<file path="src/rtl/defines.v">
// Global core-wide defines shared by the memory subsystem.
`ifndef DEFINES_V
`define DEFINES_V
`define XLEN 32
`endif

</file>
<file path="src/rtl/dpram_arbiter_pkg.sv">
// Shared types and constants for the two-master dpram data-port arbiter.
`include "defines.v"

package dpram_arbiter_pkg;

    localparam int XLEN              = `XLEN;
    localparam int NUM_MST           = 2;
    localparam int DEFAULT_MAX_BURST = 4;

    typedef enum logic {
        MST_CPU  = 1'b0,
        MST_HEAP = 1'b1
    } mst_e;

    typedef struct packed {
        logic            req;
        logic            we;
        logic            lock;
        logic [XLEN-1:0] addr;
        logic [XLEN-1:0] wdata;
    } mst_req_t;

    function automatic logic [XLEN-1:0] word_align(input logic [XLEN-1:0] addr);
        return {addr[XLEN-1:2], 2'b00};
    endfunction

    function automatic mst_e other_mst(input mst_e m);
        return (m == MST_CPU) ? MST_HEAP : MST_CPU;
    endfunction

endpackage

</file>
<file path="src/rtl/dpram_arbiter_rr_lock_arb.sv">
// Round-robin arbiter with burst lock: last-grant pointer plus a burst counter
// that caps how long a locked master may starve a pending competitor.
module rr_lock_arb
    import dpram_arbiter_pkg::*;
#(
    parameter int MAX_BURST = DEFAULT_MAX_BURST
) (
    input  logic               clk_i,
    input  logic               rst_ni,
    input  logic [NUM_MST-1:0] req,
    input  logic [NUM_MST-1:0] lock,
    output logic [NUM_MST-1:0] gnt
);

    localparam int CNT_W = $clog2(MAX_BURST + 1);

    mst_e               ptr_reg, ptr_next;
    logic [CNT_W-1:0]   cnt_reg, cnt_next;
    logic               prev_gnt_reg, prev_gnt_next;
    logic [NUM_MST-1:0] gnt_raw;
    mst_e               winner;
    logic               lock_hold;

    // The pointed master keeps the port only if it was granted in the very
    // previous cycle, still locks, and has not used up its burst allowance.
    assign lock_hold = prev_gnt_reg && req[ptr_reg] && lock[ptr_reg]
                       && (cnt_reg < CNT_W'(MAX_BURST));

    always_comb begin
        gnt_raw       = '0;
        winner        = ptr_reg;
        ptr_next      = ptr_reg;
        cnt_next      = cnt_reg;
        prev_gnt_next = 1'b0;
        case (req)
            2'b01: begin
                winner   = MST_CPU;
                cnt_next = '0;
            end
            2'b10: begin
                winner   = MST_HEAP;
                cnt_next = '0;
            end
            2'b11: begin
                winner = lock_hold ? ptr_reg : other_mst(ptr_reg);
                if (prev_gnt_reg && (winner == ptr_reg))
                    cnt_next = cnt_reg + CNT_W'(1);
                else
                    cnt_next = CNT_W'(1);
            end
            default: ;
        endcase
        if (|req) begin
            gnt_raw[winner] = 1'b1;
            ptr_next        = winner;
            prev_gnt_next   = 1'b1;
        end
    end

    assign gnt = gnt_raw & {NUM_MST{rst_ni}};

    always_ff @(posedge clk_i or negedge rst_ni) begin
        if (!rst_ni) begin
            ptr_reg      <= MST_HEAP;
            cnt_reg      <= '0;
            prev_gnt_reg <= 1'b0;
        end else begin
            ptr_reg      <= ptr_next;
            cnt_reg      <= cnt_next;
            prev_gnt_reg <= prev_gnt_next;
        end
    end

endmodule

</file>
<file path="src/rtl/dpram_arbiter.sv">
// Shares the dpram data port between the CPU mem stage (m0) and the heap
// engine (m1); muxes the granted request onto the port and returns read data.
`include "defines.v"

module dpram_arbiter
    import dpram_arbiter_pkg::*;
#(
    parameter int MAX_BURST = DEFAULT_MAX_BURST
) (
    input  logic             clk_i,
    input  logic             rst_ni,
    input  logic             m0_req_i,
    input  logic             m0_we_i,
    input  logic             m0_lock_i,
    input  logic [`XLEN-1:0] m0_addr_i,
    input  logic [`XLEN-1:0] m0_wdata_i,
    output logic             m0_gnt_o,
    output logic             m0_rvalid_o,
    output logic [`XLEN-1:0] m0_rdata_o,
    input  logic             m1_req_i,
    input  logic             m1_we_i,
    input  logic             m1_lock_i,
    input  logic [`XLEN-1:0] m1_addr_i,
    input  logic [`XLEN-1:0] m1_wdata_i,
    output logic             m1_gnt_o,
    output logic             m1_rvalid_o,
    output logic [`XLEN-1:0] m1_rdata_o,
    output logic             ram_req_o,
    output logic             ram_we_o,
    output logic [`XLEN-1:0] ram_addr_o,
    output logic [`XLEN-1:0] ram_data_o,
    input  logic [`XLEN-1:0] ram_data_i
);

    mst_req_t           mreq [NUM_MST];
    logic [NUM_MST-1:0] req_vec;
    logic [NUM_MST-1:0] lock_vec;
    logic [NUM_MST-1:0] gnt;
    logic [NUM_MST-1:0] rvalid_vec;
    logic [XLEN-1:0]    rdata_vec [NUM_MST];

    assign mreq[0] = '{req: m0_req_i, we: m0_we_i, lock: m0_lock_i,
                       addr: m0_addr_i, wdata: m0_wdata_i};
    assign mreq[1] = '{req: m1_req_i, we: m1_we_i, lock: m1_lock_i,
                       addr: m1_addr_i, wdata: m1_wdata_i};

    genvar gi;
    generate
        for (gi = 0; gi < NUM_MST; gi++) begin : g_pack
            assign req_vec[gi]  = mreq[gi].req;
            assign lock_vec[gi] = mreq[gi].lock;
        end
    endgenerate

    rr_lock_arb #(
        .MAX_BURST (MAX_BURST)
    ) u_arb (
        .clk_i  (clk_i),
        .rst_ni (rst_ni),
        .req    (req_vec),
        .lock   (lock_vec),
        .gnt    (gnt)
    );

    // The port is fully quiet outside grant cycles so the dpram never sees a
    // stale address or write data from an unserved master.
    always_comb begin
        ram_req_o  = |gnt;
        ram_we_o   = 1'b0;
        ram_addr_o = '0;
        ram_data_o = '0;
        for (int i = 0; i < NUM_MST; i++) begin
            if (gnt[i]) begin
                ram_we_o   = mreq[i].we;
                ram_addr_o = word_align(mreq[i].addr);
                ram_data_o = mreq[i].wdata;
            end
        end
    end

    generate
        for (gi = 0; gi < NUM_MST; gi++) begin : g_resp
            logic            rvalid_reg;
            logic [XLEN-1:0] rdata_reg;
            logic            rd_gnt;

            assign rd_gnt = gnt[gi] & ~mreq[gi].we;

            always_ff @(posedge clk_i or negedge rst_ni) begin
                if (!rst_ni) begin
                    rvalid_reg <= 1'b0;
                    rdata_reg  <= '0;
                end else begin
                    rvalid_reg <= rd_gnt;
                    if (rd_gnt)
                        rdata_reg <= ram_data_i;
                end
            end

            assign rvalid_vec[gi] = rvalid_reg;
            assign rdata_vec[gi]  = rdata_reg;
        end
    endgenerate

    assign m0_gnt_o    = gnt[0];
    assign m1_gnt_o    = gnt[1];
    assign m0_rvalid_o = rvalid_vec[0];
    assign m1_rvalid_o = rvalid_vec[1];
    assign m0_rdata_o  = rdata_vec[0];
    assign m1_rdata_o  = rdata_vec[1];

endmodule
</file>
<file path="config.mk">
export PLATFORM = sky130hd
export DESIGN_NAME = dpram_arbiter
export DESIGN_NICKNAME = d
export VERILOG_FILES = /design/src/rtl/dpram_arbiter_pkg.sv /design/src/rtl/dpram_arbiter_rr_lock_arb.sv /design/src/rtl/dpram_arbiter.sv
export VERILOG_INCLUDE_DIRS = /design/src /design/src/rtl
export SDC_FILE = /design/constraint.sdc
export NUM_CORES = 1
export LEC_CHECK = 0
export ABC_AREA = 1
export CAP_MARGIN = 0
export CORE_AREA = 5 5 115 117
export CTS_CLUSTER_DIAMETER = 60
export DETAILED_ROUTE_END_ITERATION = 7
export DIE_AREA = 0 0 120 122
export PLACE_DENSITY = 0.76
export SLEW_MARGIN = 25
export SYNTH_ARGS = -nofsm -noshare
export SYNTH_HDL_FRONTEND = slang
export SYNTH_SLANG_ARGS = --single-unit
export TNS_END_PERCENT = 50
</file>
<file path="constraint.sdc">
create_clock -name clk_i -period 4.88 [get_ports clk_i]
set_input_delay 0.976 -clock clk_i [delete_from_list [all_inputs] [get_ports clk_i]]
set_output_delay 0.976 -clock clk_i [all_outputs]
set_load 0.02 [all_outputs]
</file>
==> flow_summary.ini, run 1 <==
[outcome]
run_status = finished, final reports clean

[pwr]
p_per_area_mw_per_mm2 = 346
p_leak_nw = 3.46
power.share.sequential_pct = 30.9
report.power.total_mw = 2.46
p_int_mw = 1.70
netSwitchingFraction_pct = 30.8
power.share.combinational_pct = 36.1
clock_power_share_pct = 33.1
power.ir.vdd_worst_uv = 273
net-switching-power_mw = 0.758

[critical_path]
r2r_slack_ps = 2370
worst_r2r_startpoint = u_arb.cnt_reg[2]
critPathKind = primary input to primary output
r2r_cells = 10
cp-startpoint = m0_req_i
regToRegEndpoint = m0_rdata_o[26]
kind_of_launch_point_of_the_worst_setup_path = primary input
worst_setup_path_end_kind = primary output
critical_path_required_ps = 3900
worst_ep_arrival_time_ps = 3390
endpoint = ram_addr_o[20]
critical_path_peak_fanout = 17

[synthesis]
postSynthAreaPerCell_sq_um = 6.95
seq_area_frac_synth_pct = 48.9
mappedNetlistArea_sq_mm = 0.00363
yosysUniqueCellTypes = 19
synth.largest_area_cell = sky130_fd_sc_hd__dfrtp_1
postSynthCellCount = 523
synthesis.yosys.warnings = 0
synth_top_cells_by_area = sky130_fd_sc_hd__dfrtp_1 48%, sky130_fd_sc_hd__nand2_1 37%, sky130_fd_sc_hd__nand4_1 5.9%
synth_seq_cells = 71
synth_largest_type_area_fraction_pct = 48.2

[timing]
postLayoutSetupSlackWorst_ps = 517
setup_tns_ps = 0
worst_slew_pin_slew_ps = 876
setup_viol_count_final = 0
finalMaxSlewViolations = 0
finalClockSkew_ps = 6.52
max-slew-margin-rel_pct = 41.6
layout_min_cycle_time_ps = 4360
report.final.hold_viol_count = 0
timing.fmax_mhz = 229
post-route-period-util_pct = 89.4
rsz0062_at_grt = false

[placed_design]
placed_instances = 950
detailedPlacementHpwl_microns = 13100
place_congestion = 0.865
preCtsSetupSlack_ps = 532
port_buffers = 295

[cts]
cts.hold.buffers_added = 0
cts.root.buffer_cell = sky130_fd_sc_hd__clkbuf_16
cts-buffers-inserted = 9
clk_transition_reported_paths_ps = 60
cts-htree-levels = 3
clock_path_buffers = 2
postCtsSetupRepairBufs = 0
cts_sinks = 71
worstSkewPairLatency_ps = 330
cts_tree = yes
cts-resized-gates = 0

[floorplanning]
dieHeight_microns = 122
coreArea_sq_mm = 0.0123
ioPinCount = 302
floorplan.rows = 41
die_area_sq_mm = 0.0146
initial_utilization_pct = 29.6
die_width_microns = 120

[finish]
final_util_pct = 58.0
antenna_cells = 0
final_cells = 966
num-nets-final = 980
syn2layout_area_growth_pct = 95.8
layout-drive-gt1-share_pct = 5.27

[detailed_routing]
number_of_vias_after_detailed_routing = 4470
drt_first_iter_violations = 277
detail_route.wirelength_microns = 17100
detailedRoute.firstPassIterationCount = 4
detail-route-antenna-nets = 0
route.detailed.drc = 0
avgViaCountPerCell = 4.63
wl_per_cell_microns = 17.7

[global_routing]
maximum_number_of_pins_on_one_net_before_global_route_repair = 70
gr-total-overflow = 0
gr-usage-all-layers_pct = 22.4
antenna_found_initial = 0
grt_first_pass_wirelength_microns = 25200
grt_pass1_vias = 4409

[worst_hold_path]
hold_path.class = primary input to asynchronous set/reset pin

[flow_run]
cap_violations = 0
[cell usage after synthesis]
cell                       instances
sky130_fd_sc_hd__conb_1            1
sky130_fd_sc_hd__nand4_1          34
sky130_fd_sc_hd__nand2_1         358
sky130_fd_sc_hd__clkbuf_1         10
sky130_fd_sc_hd__nor2_2            2
sky130_fd_sc_hd__buf_4             5
sky130_fd_sc_hd__ha_1              1
sky130_fd_sc_hd__a211oi_1          1
sky130_fd_sc_hd__nand2_2           1
sky130_fd_sc_hd__dfstp_2           1
sky130_fd_sc_hd__inv_1             7
sky130_fd_sc_hd__nand3_1           5
sky130_fd_sc_hd__dfrtp_1          70
sky130_fd_sc_hd__nor2_1            2
sky130_fd_sc_hd__buf_2            17
sky130_fd_sc_hd__o21bai_1          1
sky130_fd_sc_hd__clkinv_1          2
sky130_fd_sc_hd__inv_2             2
sky130_fd_sc_hd__o21ai_0           3
[placed cells by master, fill, tap and decap left out]
cell type / instances
sky130_fd_sc_hd__nand4_1: 34
sky130_fd_sc_hd__clkinv_1: 2
sky130_fd_sc_hd__dfrtp_1: 70
sky130_fd_sc_hd__nand2_1: 358
sky130_fd_sc_hd__clkinv_4: 1
sky130_fd_sc_hd__buf_4: 18
sky130_fd_sc_hd__nor2_2: 2
sky130_fd_sc_hd__clkbuf_16: 9
sky130_fd_sc_hd__clkbuf_8: 1
sky130_fd_sc_hd__inv_1: 7
sky130_fd_sc_hd__buf_12: 4
sky130_fd_sc_hd__inv_2: 2
sky130_fd_sc_hd__clkdlybuf4s50_1: 286
sky130_fd_sc_hd__nand2_2: 1
sky130_fd_sc_hd__nand3_1: 5
sky130_fd_sc_hd__a211oi_1: 1
sky130_fd_sc_hd__bufinv_16: 4
sky130_fd_sc_hd__dfstp_2: 1
sky130_fd_sc_hd__conb_1: 2
sky130_fd_sc_hd__o21bai_1: 1
sky130_fd_sc_hd__clkbuf_1: 1
sky130_fd_sc_hd__ha_1: 1
sky130_fd_sc_hd__o21ai_0: 3
sky130_fd_sc_hd__nor2_1: 2
[cell families (layout without fill, tap and decap cells)]
kind of cell / Yosys count / after routing / synth area share (%)
AND/OR/NAND/NOR: 402 / 402 / 44.2
flip-flops: 71 / 71 / 48.9
adder cells (fa/ha/maj): 1 / 1 / 0.344
buffers and inverters: 43 / 335 / 5.54
other: 1 / 2 / 0.103
AO/OA/AOI/OAI: 5 / 5 / 0.826
[per-stage QoR]
| step | area [sq um] | hold WS, ps |
|---|---|---|
| 6_report | 7110 | 445 |
| 3_5_place_dp | 6740 | 457 |
| 2_1_floorplan | 3640 | 453 |
| 4_1_cts | 7110 | 432 |
| 5_1_grt | 7110 | 428 |
| 3_3_place_gp | 6740 | 453 |
[power by group through the flow]
stage          clock (mW)  combinational, mW  sequential (mW)
2_1_floorplan           0              0.228            0.899
3_3_place_gp            0              0.887            0.762
3_5_place_dp            0              0.894            0.766
4_1_cts             0.824              0.899            0.760
5_1_grt             0.855              0.948            0.774
6_report            0.813              0.888            0.759
[how the worst min path moves through the flow]
stage | end | start
after global routing | u_arb.cnt_reg[2] | rst_ni
final | u_arb.cnt_reg[2] | rst_ni
after detailed placement | m0_rdata_o[31] | m0_rdata_o[31]
after floorplan | u_arb.cnt_reg[1] | u_arb.cnt_reg[1]
after CTS | u_arb.cnt_reg[2] | rst_ni
after global placement | m0_rdata_o[16] | m0_rdata_o[16]
[metal layers]
layer  track usage, %  wire, microns  vias to the layer above
met2             38.0           8250                      190
li1                 -              -                     2192
met4             6.59            354                        0
met3             8.77           1640                       21
met1             26.4           6810                     2067
met5                0              0                        -
[critical path: stages]
cell and delay [ps]:
sky130_fd_sc_hd__clkdlybuf4s50_1 530, sky130_fd_sc_hd__nand2_1 90, sky130_fd_sc_hd__o21bai_1 140, sky130_fd_sc_hd__nand3_1 150, sky130_fd_sc_hd__nand2_2 90, sky130_fd_sc_hd__nand2_1 70, sky130_fd_sc_hd__inv_2 290, sky130_fd_sc_hd__buf_4 260
sky130_fd_sc_hd__nand2_1 60, sky130_fd_sc_hd__nand2_1 80, sky130_fd_sc_hd__clkdlybuf4s50_1 620
[area by class of cell]
type / count / area [sq um]
clock inverter: 5 / 129
fill: 1124 / 5150
sequential: 71 / 1780
multi-input combinational: 410 / 1660
tap: 150 / 188
timing repair buffer: 308 / 3080
inverter: 11 / 41.3
clock buffer: 11 / 243
No activity file was read; power rests on OpenSTA's default activity.
==> run 2, diff against run 1 <==
Settings changed: PLACE_DENSITY 0.76 to 0.78, REMOVE_ABC_BUFFERS from default to 1, SYNTH_HIERARCHICAL from default to 1.
Clock period 4.88 ns to 5.1 ns, I/O delays scaled along.
==> flow_summary.ini, run 2 <==
[outcome]
run_status = finished, final reports clean

[finish]
syn2layout_area_growth_pct = 81.9
final_util_pct = 57.6
num-nets-final = 978
mostFrequentLayoutCells = 294 x sky130_fd_sc_hd__clkdlybuf4s50_1, 268 x sky130_fd_sc_hd__nand2_1, 129 x sky130_fd_sc_hd__nand3_1
final_common_cell = sky130_fd_sc_hd__clkdlybuf4s50_1
antenna_cells = 0
fill_cells = 1143
ff_latch_area_sq_mm = 0.00178
final_design_area_no_fill_sq_mm = 0.00706
multiInputGateArea_sq_mm = 0.00175
layout-drive-gt1-share_pct = 3.93

[global_routing]
gr-usage-all-layers_pct = 20.2
grt_pass1_vias = 4224
gr-total-overflow = 0
antenna_found_initial = 1
maximum_number_of_pins_on_one_net_before_global_route_repair = 71
grt_first_pass_wirelength_microns = 23200

[critical_path]
cell_breakdown_of_the_critical_path = clkdlybuf4s50_1 -> nand2_1 -> clkinv_1 -> nand4_1 -> nand3_1 -> nand2_1 -> nor2_4 -> buf_4 -> nand2_1 -> nand2_1 -> clkdlybuf4s50_1
worst_path_largest_cell_delay_ps = 710
worst_setup_path_end_kind = primary output
critical_path_required_ps = 4080
r2r_slack_ps = 2700
kind_of_launch_point_of_the_worst_setup_path = primary input
critPathKind = primary input to primary output
critical-path-top-cell-by-count = sky130_fd_sc_hd__nand2_1
critical_path_peak_fanout = 43
worst_ep_arrival_time_ps = 3630
crit_path_slowest_cell = sky130_fd_sc_hd__clkdlybuf4s50_1

[pwr]
p_per_area_mw_per_mm2 = 303
power.ir.vdd_worst_uv = 140
report.power.total_mw = 2.14
p_leak_nw = 3.38

[cts]
cts_tree = yes
cts.hold.buffers_added = 0
cts_sinks = 71
clock_path_buffers = 2
cts-htree-levels = 3
cts-buffers-inserted = 9
cts-resized-gates = 0
clk_transition_reported_paths_ps = 60
worstSkewPairLatency_ps = 330
postCtsSetupRepairBufs = 0
cts.root.buffer_cell = sky130_fd_sc_hd__clkbuf_16

[synthesis]
synth_largest_type_area_fraction_pct = 45.1
yosysUniqueCellTypes = 22
synthMuxAreaShare_pct = 0
synth_top_family_by_area = simple AND/OR/NAND/NOR gates
postSynthCellCount = 537
synth_top_cells_by_area = sky130_fd_sc_hd__dfrtp_1 45%, sky130_fd_sc_hd__nand2_1 26%, sky130_fd_sc_hd__nand3_1 17%
synth-edff-count = 0
synthesis.yosys.warnings = 6
synthTopCellsByCount = 268 x sky130_fd_sc_hd__nand2_1, 129 x sky130_fd_sc_hd__nand3_1, 70 x sky130_fd_sc_hd__dfrtp_1
synth_seq_cells = 71
synth.largest_area_cell = sky130_fd_sc_hd__dfrtp_1
yosys.area_share.adder_pct = 0.322
post-synth-top-count-cell = sky130_fd_sc_hd__nand2_1
synthSimpleGateAreaFrac_pct = 43.3
synth_top_flop_cell = sky130_fd_sc_hd__dfrtp_1
postSynthAreaPerCell_sq_um = 7.23
synth_compound_gate_area_share_pct = 0.870
synth_xor_area_share_pct = 0
mappedNetlistArea_sq_mm = 0.00388
synthArstFlopShare_pct = 100
seq_area_frac_synth_pct = 45.8

[floorplanning]
initial_utilization_pct = 31.7
ioPinCount = 302
die_width_microns = 120
die_area_sq_mm = 0.0146
floorplan.rows = 41
dieHeight_microns = 122
coreArea_sq_mm = 0.0123

[timing]
post-route-period-util_pct = 91.1
minimum_hold_slack_ps = 468
worst_slew_pin_slew_ps = 876
report.final.hold_viol_count = 0
rsz0062_at_grt = false
max-slew-margin-rel_pct = 41.6
layout_min_cycle_time_ps = 4650
postLayoutSetupSlackWorst_ps = 453
finalClockSkew_ps = 6.92
setup_viol_count_final = 0
finalMaxSlewViolations = 0
timing.fmax_mhz = 215

[detailed_routing]
avgViaCountPerCell = 4.63
drt_first_iter_violations = 318
wl_per_cell_microns = 16.1
route.met2.wl_microns = 7720
detail_route.wirelength_microns = 15500
drt-met1-wl_microns = 6090
met3_wirelength_microns = 1430
route.detailed.drc = 0
number_of_vias_after_detailed_routing = 4467
detailedRoute.firstPassIterationCount = 5
top_layer = met5
detail-route-antenna-nets = 0

[worst_hold_path]
hold_path.class = register to register

[placed_design]
preCtsSetupSlack_ps = 420
dpl_cell_area_sq_mm = 0.00679
port_buffers = 295
place_congestion = 0.862
detailedPlacementHpwl_microns = 11700

[flow_run]
cap_violations = 0
-- run 2: changes by cell type after synthesis, sizes merged --
cell	change
nand2	-89
clkbuf	-10
o22ai	+1
nand4	-33
inv	+4
nand3	+124
nor2	-2
a21oi	+1
clkinv	-1
a211oi	-1
buf	+20
-- run 2: final cells by class --
class / instances / area share (%)
clock buffers: 10 / 3.38
clock inverters: 6 / 0.514
inverters: 14 / 0.780
multi-input cells: 411 / 24.8
flip-flops and latches: 71 / 25.2
well taps: 150 / 2.66
repair buffers: 302 / 42.7
-- run 2: logic make-up after synthesis --
logic type | Yosys count
buf+inv | 56
simple gates | 402
flops | 71
other cells | 1
fa+ha+maj | 1
compound gates | 6
-- run 2: metrics by stage --
step | instances | setup TNS [ps]
global placement | 948 | 0
floorplan | 496 | -147160
finish | 964 | 0
global route | 964 | 0
CTS | 964 | 0
detailed placement | 948 | 0
-- run 2: power breakdown --
group          leakage (nW)  switching, mW  internal [mW]
clock network         0.138          0.229          0.339
registers             0.888         0.0575          0.669
logic                  2.36          0.428          0.415
total                  3.38          0.714           1.42
-- run 2: worst paths after layout --
path | start | to | cells past startpoint
min in group asynchronous | rst_ni | u_arb/ptr_reg | 1
max reg2reg | u_arb/ptr_reg | m1_rdata_o[18] | 8
min | m0_rdata_o[10] | m0_rdata_o[10] | 2
min reg2reg | m0_rdata_o[10] | m0_rdata_o[10] | 2
max in group asynchronous | rst_ni | m0_rdata_o[24] | 2
max | m1_req_i | ram_addr_o[29] | 11
-- run 2: metal layers --
layer	global-route usage [%]	vias up
met5	0	-
met4	5.65	2
met3	7.01	20
met2	33.9	190
met1	24.6	2006
li1	-	2249
-- run 2: critical path: cells and delay by family --
kind / cells / cell delay (ps)
buffers and inverters: 4 / 1770
and+or+nand+nor: 7 / 790
